**config.mk**
```make
export PLATFORM = sky130hd
export DESIGN_NAME = scroll_monitor
export DESIGN_NICKNAME = d
export VERILOG_FILES = /design/src/rtl/scroll_monitor.sv
export SDC_FILE = /design/constraint.sdc
export NUM_CORES = 1
export LEC_CHECK = 0
export ABC_AREA = 1
export BUFFER_PORTS_ARGS = -buffer_cell sky130_fd_sc_hd__buf_2
export CORE_MARGIN = 3
export CORE_UTILIZATION = 50
export DETAILED_ROUTE_END_ITERATION = 8
export GPL_ROUTABILITY_DRIVEN = 0
export PLACE_DENSITY_LB_ADDON = 0.3
export SETUP_SLACK_MARGIN = 0.02
export SLEW_MARGIN = 25
export SYNTH_ARGS = -nofsm -noshare
export SYNTH_HDL_FRONTEND = slang
export SYNTH_SLANG_ARGS = --single-unit
export TNS_END_PERCENT = 5
```
**constraint.sdc**
```tcl
create_clock -name clk -period 1.8 [get_ports clk]
set_input_delay 0.36 -clock clk [delete_from_list [all_inputs] [get_ports clk]]
set_output_delay 0.36 -clock clk [all_outputs]
set_load 0.01 [all_outputs]
```
**src/rtl/scroll_monitor.sv**
```systemverilog
// Self-check decoder for the bouncing two-LED scroll pattern: tracks pos/dir, flags illegal steps, counts bounces.
// Optional SCROLL_MON_STICKY_ERR_EN: err latches until reset and freezes tracking.
module scroll_monitor #(
    parameter int CNT_W = 8
) (
    input  logic             clk,
    input  logic             reset,
    input  logic             sample_en,
    input  logic [7:0]       pattern_in,
    output logic [2:0]       pos,
    output logic             dir,
    output logic             locked,
    output logic             err,
    output logic [CNT_W-1:0] bounce_cnt,
    output logic [2:0]       dbg_state_o
);

    typedef enum logic [2:0] {
        SYNC = 3'd0,
        ACQ  = 3'd1,
        DOWN = 3'd2,
        UP   = 3'd3,
        TOP  = 3'd4
    } state_t;

    state_t             state_q, state_d;
    logic [2:0]         pos_q, pos_d;
    logic               dir_q, dir_d;
    logic               locked_q, locked_d;
    logic               err_q, err_d;
    logic [CNT_W-1:0]   bounce_q, bounce_d;

    logic               pat_legal;
    logic [2:0]         pat_p;
    logic               viol;
    logic               frozen;

    always_comb begin
        pat_legal = 1'b0;
        pat_p     = 3'd0;
        for (int i = 0; i < 7; i++) begin
            if (pattern_in == (8'h03 << i)) begin
                pat_legal = 1'b1;
                pat_p     = 3'(i);
            end
        end
    end

`ifdef SCROLL_MON_STICKY_ERR_EN
    assign frozen = err_q;
`else
    assign frozen = 1'b0;
`endif

    always_comb begin
        state_d  = state_q;
        pos_d    = pos_q;
        dir_d    = dir_q;
        locked_d = locked_q;
        bounce_d = bounce_q;
        viol     = 1'b0;
`ifdef SCROLL_MON_STICKY_ERR_EN
        err_d    = err_q;
`else
        err_d    = 1'b0;
`endif
        if (sample_en && !frozen) begin
            if (state_q == SYNC) begin
                if (pat_legal) begin
                    pos_d    = pat_p;
                    state_d  = ACQ;
                    locked_d = 1'b0;
                end
            end else if (!pat_legal) begin
                viol = 1'b1;
            end else begin
                // A legal-but-wrong p still becomes the new reference position.
                pos_d = pat_p;
                case (state_q)
                    ACQ: begin
                        if (pat_p == pos_q - 3'd1) begin
                            state_d  = (pat_p == 3'd0) ? UP : DOWN;
                            dir_d    = (pat_p == 3'd0);
                            locked_d = 1'b1;
                        end else if (pat_p == pos_q + 3'd1) begin
                            state_d  = (pat_p == 3'd6) ? TOP : UP;
                            dir_d    = 1'b1;
                            locked_d = 1'b1;
                        end else if (pat_p == 3'd6 && pos_q == 3'd6) begin
                            state_d  = DOWN;
                            dir_d    = 1'b0;
                            locked_d = 1'b1;
                        end else begin
                            viol = 1'b1;
                        end
                    end
                    DOWN: begin
                        if (pat_p != pos_q - 3'd1) begin
                            viol = 1'b1;
                        end else if (pat_p == 3'd0) begin
                            state_d  = UP;
                            dir_d    = 1'b1;
                            bounce_d = bounce_q + 1'b1;
                        end
                    end
                    UP: begin
                        if (pat_p != pos_q + 3'd1) begin
                            viol = 1'b1;
                        end else if (pat_p == 3'd6) begin
                            state_d = TOP;
                        end
                    end
                    TOP: begin
                        if (pat_p != 3'd6) begin
                            viol = 1'b1;
                        end else begin
                            state_d  = DOWN;
                            dir_d    = 1'b0;
                            bounce_d = bounce_q + 1'b1;
                        end
                    end
                    default: viol = 1'b1;
                endcase
            end
            if (viol) begin
                err_d    = 1'b1;
                locked_d = 1'b0;
                state_d  = SYNC;
            end
        end
    end

    always_ff @(posedge clk) begin
        if (reset) begin
            state_q  <= SYNC;
            pos_q    <= 3'd0;
            dir_q    <= 1'b0;
            locked_q <= 1'b0;
            err_q    <= 1'b0;
            bounce_q <= '0;
        end else begin
            state_q  <= state_d;
            pos_q    <= pos_d;
            dir_q    <= dir_d;
            locked_q <= locked_d;
            err_q    <= err_d;
            bounce_q <= bounce_d;
        end
    end

    assign pos         = pos_q;
    assign dir         = dir_q;
    assign locked      = locked_q;
    assign err         = err_q;
    assign bounce_cnt  = bounce_q;
    assign dbg_state_o = state_q;

endmodule

```
==> insert_results.sql, run 1 <==
INSERT INTO impl_metrics (metric_group, metric, value, unit) VALUES
('run_status', 'status', 'finished, violations left', ''),
('run_status', 'violations', 'setup timing', ''),
('worst_setup_path', 'critical_path_required', '1.98', 'ns'),
('worst_setup_path', 'startpoint_type', 'flip-flop', ''),
('worst_setup_path', 'timing.rr.start', 'pos[0]', ''),
('route', 'drt-pass1-iter-count', '4', ''),
('finish', 'final_non_filler_cell_total', '323', ''),
('yosys', 'synth.ff_latch_count', '17', ''),
('global_route', 'tot_gr_track_use', '21.4', '%'),
('timing', 'final_min_period_over_clock_period', '107', '%'),
('clock_network', 'cts_buffer_depth', '2', ''),
('worst_setup_path', 'critPathKind', 'reg2reg', ''),
('yosys', 'avgSynthCellArea', '6.51', 'µm²'),
('timing', 'finalWorstSetupSlack', '-0.120', 'ns'),
('floorplan', 'dieArea', '0.00370', 'mm²'),
('power', 'clock_network_fraction_of_total_power', '12.1', '%'),
('global_route', 'first_global_vias', '1452', ''),
('route', 'routed-via-count', '1583', ''),
('min_path', 'holdCritStartpoint', 'sample_en', ''),
('timing', 'grt_setup_unrepaired', 'true', ''),
('worst_setup_path', 'timing.rr.end', 'dbg_state_o[0]', ''),
('min_path', 'min_to', 'err', ''),
('placement', 'detailed_place_hpwl', '2.88', 'mm'),
('yosys', 'synth.yosys.seq_area_share', '22.6', '%'),
('yosys', 'post-synth-top-area-fraction', '22.6', '%'),
('finish', 'post_route_cells_drive_above_1_share', '44.9', '%'),
('timing', 'setup-violations-final', '4', ''),
('worst_setup_path', 'endpoint_kind', 'flip-flop', ''),
('worst_setup_path', 'worstPathArrival', '2.10', 'ns'),
('route', 'drtAntennaViolNets', '0', ''),
('finish', 'insertedDiodeCount', '0', ''),
('finish', 'layout-area-overhead-vs-synth', '35.6', '%'),
('clock_network', 'clock_tree.root_cell', 'sky130_fd_sc_hd__clkbuf_4', ''),
('yosys', 'yosys.area.top_type', 'sky130_fd_sc_hd__dfxtp_1', ''),
('clock_network', 'clock-sinks', '17', ''),
('power', 'ir_worst_vdd', '0.512', 'mV'),
('power', 'power.total', '1.67', 'mW'),
('route', 'dr.first_iter.drc_count', '99', ''),
('clock_network', 'clock_tree.htree_level_count', '1', ''),
('finish', 'fillCellCount', '238', ''),
('timing', 'max-slew-margin-rel', '77.0', '%'),
('timing', 'fin_worst_hold_slack', '0.343', 'ns'),
('timing', 'final_hold_viol_count', '0', ''),
('min_path', 'min-delay-path-class', 'in2reg', ''),
('global_route', 'first_pass_grt_wire_length', '6.03', 'mm'),
('finish', 'num-nets-final', '308', ''),
('yosys', 'post_synth_most_frequent_cells', '42 x sky130_fd_sc_hd__nand2_1, 31 x sky130_fd_sc_hd__nor2_1, 28 x sky130_fd_sc_hd__inv_1', ''),
('timing', 'clock_skew', '0.00182', 'ns'),
('yosys', 'async_set_or_reset_flop_fraction_in_the_synthesized_netlist', '0', '%'),
('power', 'internal_power', '913', 'µW'),
('power', 'power_switching_share', '45.2', '%'),
('worst_setup_path', 'rr_worst_depth', '18', ''),
('floorplan', 'rows', '19', ''),
('route', 'detail_route.drc_violations', '0', ''),
('global_route', 'grt_overflow', '0', ''),
('placement', 'numPortBuffers', '27', ''),
('yosys', 'ys_top_cells_by_area', 'sky130_fd_sc_hd__dfxtp_1 23%, sky130_fd_sc_hd__nand2_1 10%, sky130_fd_sc_hd__nand2_2 8.7%', ''),
('timing', 'period_needed', '1.92', 'ns'),
('power', 'seq_power_share', '26.6', '%'),
('clock_network', 'cts_tree', 'built', ''),
('yosys', 'netlist_instances', '231', ''),
('yosys', 'yosysWarnings', '0', ''),
('placement', 'post_placement_cell_count', '314', ''),
('yosys', 'mappedNetlistNets', '246', ''),
('power', 'power_density', '817', 'mW/mm²'),
('yosys', 'synthDistinctLibCells', '28', ''),
('clock_network', 'clkLatencyLatePin', '0.29', 'ns'),
('clock_network', 'cts_inserted_buffers', '3', ''),
('floorplan', 'initial_cell_density_of_the_core', '53.6', '%'),
('yosys', 'dominantRegCellSynth', 'sky130_fd_sc_hd__dfxtp_1', ''),
('route', 'routedWlPerCell', '11.0', 'µm');
-- sequential cells by signal, indices dropped and copies added (netlist names) --
name         cells
dbg_state_o      3
dir              1
pos              3
locked           1
err              1
bounce_cnt       8
-- layer usage --
metal	wire length [µm]	GRT usage, %	share of wire (%)	vias up
li1	-	-	-	847
met1	1700	29.6	48	711
met2	1730	35.6	49	25
met3	124	3.83	3.5	0
met4	0	2.79	0	0
met5	0	0	0	-
-- placed cells by master (no fill, tap or decap), types with 2 or more instances in the layout --
cell type | netlist | final
sky130_fd_sc_hd__nand2_1 | 42 | 39
sky130_fd_sc_hd__buf_4 | 0 | 30
sky130_fd_sc_hd__nor2_1 | 31 | 29
sky130_fd_sc_hd__buf_2 | 0 | 27
sky130_fd_sc_hd__inv_1 | 28 | 25
sky130_fd_sc_hd__nand2_2 | 21 | 20
sky130_fd_sc_hd__dfxtp_1 | 17 | 15
sky130_fd_sc_hd__nand3_1 | 10 | 10
sky130_fd_sc_hd__a21oi_1 | 10 | 10
sky130_fd_sc_hd__inv_2 | 13 | 9
sky130_fd_sc_hd__nand2_4 | 5 | 9
sky130_fd_sc_hd__o21ai_0 | 11 | 8
sky130_fd_sc_hd__nor2_4 | 5 | 7
sky130_fd_sc_hd__inv_4 | 0 | 6
sky130_fd_sc_hd__nor3_1 | 6 | 6
sky130_fd_sc_hd__nor2_2 | 4 | 4
sky130_fd_sc_hd__nand4_1 | 4 | 4
sky130_fd_sc_hd__o21ai_1 | 1 | 4
sky130_fd_sc_hd__nand3_4 | 3 | 3
sky130_fd_sc_hd__clkbuf_4 | 0 | 3
sky130_fd_sc_hd__nand3_2 | 2 | 2
sky130_fd_sc_hd__xnor2_1 | 3 | 2
sky130_fd_sc_hd__xor2_1 | 3 | 2
sky130_fd_sc_hd__ha_1 | 4 | 2
sky130_fd_sc_hd__dfxtp_4 | 0 | 2
-- worst max-delay path, cell delays in order (launching register included) --
cell                      delay [ns]
sky130_fd_sc_hd__dfxtp_4        0.37
sky130_fd_sc_hd__inv_4          0.06
sky130_fd_sc_hd__ha_4           0.13
sky130_fd_sc_hd__xor2_2         0.15
sky130_fd_sc_hd__inv_1          0.07
sky130_fd_sc_hd__nand2_1        0.05
sky130_fd_sc_hd__nand2_1        0.06
sky130_fd_sc_hd__inv_2          0.07
sky130_fd_sc_hd__nand3_4        0.10
sky130_fd_sc_hd__nand2_2        0.09
sky130_fd_sc_hd__nand2_2        0.06
sky130_fd_sc_hd__nor2_4         0.11
sky130_fd_sc_hd__nand2_4        0.07
sky130_fd_sc_hd__nand2_4        0.07
sky130_fd_sc_hd__nand2_2        0.07
sky130_fd_sc_hd__nand2_4        0.09
sky130_fd_sc_hd__nand2_1        0.07
sky130_fd_sc_hd__nand2_1        0.08
sky130_fd_sc_hd__nor2_1         0.05
-- final cells by class --
| type | count | area [µm²] | share of cell area, % |
|---|---|---|---|
| inverters | 41 | 176 | 8.66 |
| flip-flops and latches | 17 | 348 | 17.1 |
| multi-input cells | 172 | 1080 | 52.9 |
| clock buffers | 4 | 26.3 | 1.29 |
| repair buffers | 58 | 372 | 18.2 |
| well taps | 31 | 38.8 | 1.90 |
-- power groups by stage --
| stage | Sequential [mW] | Combinational, mW | Clock (mW) |
|---|---|---|---|
| 2_1_floorplan | 0.475 | 0.611 | 0 |
| 3_3_place_gp | 0.451 | 0.920 | 0 |
| 3_5_place_dp | 0.453 | 0.933 | 0 |
| 4_1_cts | 0.444 | 0.993 | 0.209 |
| 5_1_grt | 0.452 | 1.12 | 0.229 |
| 6_report | 0.443 | 1.02 | 0.202 |
-- cell families after synthesis --
kind of cell,count (synthesis),synth area share (%)
buffers and inverters,42,10.5
flip-flops,17,22.6
AND/OR/NAND/NOR,137,50.7
AO/OA/AOI/OAI,25,9.33
adder cells (fa/ha/maj),4,3.33
XOR/XNOR,6,3.50
-- what timing repair did --
action,CTS,global route
gates resized for setup,4,8
buffers inserted,5,0
pin swaps,12,3
setup endpoints to repair,11,14
cloned,0,0
-- worst max path at each step --
stage,start,to,slack [ns],cells past startpoint
after floorplan,pos[0],dbg_state_o[0],0.003,18
after global placement,pattern_in[2],dbg_state_o[0],-0.25,18
after detailed placement,pattern_in[2],dbg_state_o[1],-0.32,18
after CTS,pos[0],dbg_state_o[1],-0.08,18
after global routing,pos[0],dbg_state_o[0],-0.27,18
final,pos[0],dbg_state_o[0],-0.12,18
-- per-stage QoR --
step	setup slack (ns)	area (µm²)	util, %
3_5_place_dp	-0.322	1940	69.1
6_report	-0.120	2040	72.7
3_3_place_gp	-0.247	1940	69.1
4_1_cts	-0.0755	2020	71.9
2_1_floorplan	0.00272	1570	-
5_1_grt	-0.270	2040	72.7
Note: power is estimated with default switching activity, not from simulation.
==> run 2, diff against run 1 <==
Settings changed: ABC_AREA 1 to 0, CORE_UTILIZATION 50 to 49.
==> insert_results.sql, run 2 <==
INSERT INTO impl_metrics (metric_group, metric, value, unit) VALUES
('run_status', 'violations', 'setup timing', ''),
('global_route', 'grt_start_max_net_pins', '17', ''),
('timing', 'final_hold_viol_count', '0', ''),
('timing', 'timing.final.max_slew_violations', '0', ''),
('timing', 'clock_skew', '0.00633', 'ns'),
('clock_network', 'cts_tree', 'built', ''),
('yosys', 'synthDistinctLibCells', '53', ''),
('timing', 'finalWorstSetupSlack', '-0.549', 'ns'),
('timing', 'timing_worst_slew_pin_value', '0.437', 'ns'),
('route', 'dr.first_iter.drc_count', '87', ''),
('worst_setup_path', 'timing.rr.start', 'pos[0]', ''),
('floorplan', 'io_pins', '28', ''),
('worst_setup_path', 'startpoint_type', 'input port', ''),
('finish', 'fillCellCount', '176', ''),
('global_route', 'first_pass_grt_wire_length', '7.09', 'mm'),
('timing', 'grt_setup_unrepaired', 'true', ''),
('timing', 'final_min_period_over_clock_period', '130', '%'),
('route', 'routed_wirelength', '4.50', 'mm'),
('yosys', 'yosysWarnings', '0', ''),
('timing', 'max-slew-margin-rel', '70.6', '%'),
('yosys', 'netlist_instances', '169', ''),
('route', 'wl_met2', '2.32', 'mm'),
('worst_setup_path', 'rr_worst_depth', '9', ''),
('finish', 'largest_register_ffs', '8', ''),
('yosys', 'post_synth_most_frequent_cells', '21 x sky130_fd_sc_hd__nor2_1, 17 x sky130_fd_sc_hd__dfxtp_1, 11 x sky130_fd_sc_hd__xnor2_1', ''),
('min_path', 'min-delay-path-class', 'in2reg', ''),
('clock_network', 'clkLatencyLatePin', '0.30', 'ns'),
('worst_setup_path', 'timing.rr.end', 'locked', ''),
('finish', 'layout-area-overhead-vs-synth', '46.5', '%'),
('worst_setup_path', 'regToRegSetupSlack', '-0.51', 'ns'),
('route', 'route.met3.wl', '202', 'µm'),
('timing', 'setup-violations-final', '14', ''),
('placement', 'numPortBuffers', '27', ''),
('power', 'power_density', '366', 'mW/mm²'),
('clock_network', 'clock_tree.root_cell', 'sky130_fd_sc_hd__clkbuf_4', ''),
('yosys', 'yosysMostFrequentCell', 'sky130_fd_sc_hd__nor2_1', ''),
('route', 'routed_via_density', '6.21', ''),
('yosys', 'dominantRegCellSynth', 'sky130_fd_sc_hd__dfxtp_1', ''),
('yosys', 'netlist_area', '0.00136', 'mm²'),
('min_path', 'hold-path-cell-count', '3', ''),
('global_route', 'antenna_found_initial', '0', ''),
('min_path', 'min_to', 'err', ''),
('timing', 'maxClockFrequency', '0.426', 'GHz'),
('route', 'routed-via-count', '1651', ''),
('yosys', 'synth.ff_latch_count', '17', ''),
('yosys', 'post-synth-top-area-fraction', '25.1', '%'),
('floorplan', 'initial_cell_density_of_the_core', '53.3', '%'),
('route', 'wl_met1', '1.79', 'mm'),
('placement', 'detailed_place_hpwl', '3.16', 'mm'),
('finish', 'insertedDiodeCount', '0', ''),
('floorplan', 'fp.dieH', '58.6', 'µm'),
('route', 'routedWlPerCell', '16.9', 'µm'),
('clock_network', 'cts_hold_buffers', '0', ''),
('yosys', 'synth.yosys.seq_area_share', '25.1', '%'),
('min_path', 'holdCritStartpoint', 'sample_en', ''),
('yosys', 'yosys.area.top_type', 'sky130_fd_sc_hd__dfxtp_1', ''),
('yosys', 'async_set_or_reset_flop_fraction_in_the_synthesized_netlist', '0', '%'),
('worst_setup_path', 'worstPathArrival', '2.58', 'ns'),
('finish', 'post_route_cells_drive_above_1_share', '44.1', '%'),
('worst_setup_path', 'worstPathMaxFanout', '6', ''),
('route', 'drtAntennaViolNets', '0', ''),
('floorplan', 'dieArea', '0.00344', 'mm²'),
('clock_network', 'cts_inserted_buffers', '3', ''),
('yosys', 'avgSynthCellArea', '8.03', 'µm²'),
('power', 'ir_worst_vdd', '0.419', 'mV'),
('global_route', 'grt_overflow', '0', ''),
('clock_network', 'cts_buffer_depth', '2', ''),
('clock_network', 'clock_tree.htree_level_count', '1', ''),
('finish', 'num-nets-final', '252', ''),
('timing', 'fin_worst_hold_slack', '0.430', 'ns'),
('route', 'topRoutingLayerUsed', 'met4', ''),
('job', 'cap_violations', '0', ''),
('yosys', 'ys_top_cells_by_area', 'sky130_fd_sc_hd__dfxtp_1 25%, sky130_fd_sc_hd__xnor2_1 7.1%, sky130_fd_sc_hd__nor2_1 5.8%', ''),
('clock_network', 'clock-sinks', '17', ''),
('run_status', 'status', 'finished, violations left', ''),
('floorplan', 'placeableCoreArea', '0.00254', 'mm²'),
('worst_setup_path', 'critPathKind', 'in2reg', ''),
('worst_setup_path', 'critical_path_required', '2.03', 'ns'),
('route', 'drt-pass1-iter-count', '4', ''),
('floorplan', 'rows', '18', ''),
('power', 'power.total', '728', 'µW'),
('timing', 'setup-tns-final', '-6.35', 'ns'),
('finish', 'layout_common_cells', '41 x sky130_fd_sc_hd__buf_4, 27 x sky130_fd_sc_hd__buf_2, 20 x sky130_fd_sc_hd__nor2_1, 15 x sky130_fd_sc_hd__dfxtp_1, 9 x sky130_fd_sc_hd__xnor2_1', ''),
('yosys', 'mappedNetlistNets', '184', ''),
('power', 'power.static_leakage', '0.812', 'nW'),
('yosys', 'synth_enable_flop_cells', '0', ''),
('floorplan', 'die_x', '58.6', 'µm'),
('timing', 'period_needed', '2.35', 'ns'),
('worst_setup_path', 'endpoint_kind', 'flip-flop', ''),
('finish', 'commonest_non_fill_non_tap_cell_in_the_layout', 'sky130_fd_sc_hd__buf_4', ''),
('global_route', 'tot_gr_track_use', '26.5', '%'),
('global_route', 'first_global_vias', '1617', ''),
('clock_network', 'clk_pin_slew', '0.12', 'ns'),
('route', 'detail_route.drc_violations', '0', '');
[run 2: routing by layer]
metal / vias up / global-route usage (%)
met5: - / 0
met4: 0 / 14.6
met3: 23 / 3.51
met1: 769 / 31.4
li1: 774 / -
met2: 85 / 45.8
[run 2: cells by family after synthesis]
logic type               count (synthesis)  synth area share [%]
AND/OR/NAND/NOR                         82                  35.2
multiplexers                             2                  1.47
AO/OA/AOI/OAI                           38                  22.2
adder cells (fa/ha/maj)                  4                  3.69
flip-flops                              17                  25.1
XOR/XNOR                                14                  9.03
buffers and inverters                   12                  3.32
[run 2: through the flow]
step,util [%],std cells,cell area [µm²],worst slack (ns)
finish,78.1,266,1990,-0.549
global route,78.1,266,1990,-0.634
CTS,74.8,266,1900,-0.502
detailed placement,72.1,260,1840,-0.868
global placement,72.1,260,1840,-0.778
floorplan,-,169,1390,-0.603
[run 2: worst max-delay path by stage]
stage | startpoint | end | depth (start not counted)
3_5_place_dp | pattern_in[2] | locked | 9
6_report | pattern_in[3] | locked | 8
2_1_floorplan | pattern_in[2] | locked | 7
5_1_grt | pattern_in[3] | locked | 9
4_1_cts | pos[0] | locked | 9
3_3_place_gp | pattern_in[2] | locked | 8
[run 2: worst max-delay path, cell delays in order]
cell and delay (ns):
sky130_fd_sc_hd__buf_2 0.10, sky130_fd_sc_hd__or4_4 0.59, sky130_fd_sc_hd__or3_4 0.43, sky130_fd_sc_hd__a21oi_4 0.21, sky130_fd_sc_hd__nand3_2 0.10, sky130_fd_sc_hd__and3_4 0.19
sky130_fd_sc_hd__or4_4 0.42, sky130_fd_sc_hd__o31ai_2 0.17
[run 2: area by class of cell]
cell class	instances	area, µm²	area share, %
Clock buffer	3	22.5	1.13
Multi-Input combinational cell	140	1110	55.8
Tap cell	30	37.5	1.89
Inverter	7	26.3	1.32
Sequential cell	17	343	17.2
Timing Repair Buffer	68	443	22.3
Clock inverter	1	7.51	0.378
[run 2: timing repair]
item	CTS	global route
endpoints found under the setup margin	14	16
buffers inserted	2	0
pin swaps	2	4
resized for setup	5	19
[run 2: report_power, final]
part / switching [mW] / internal [mW]
clock network: 0.145 / 0.0845
logic: 0.0658 / 0.0555
registers: 0.000628 / 0.377
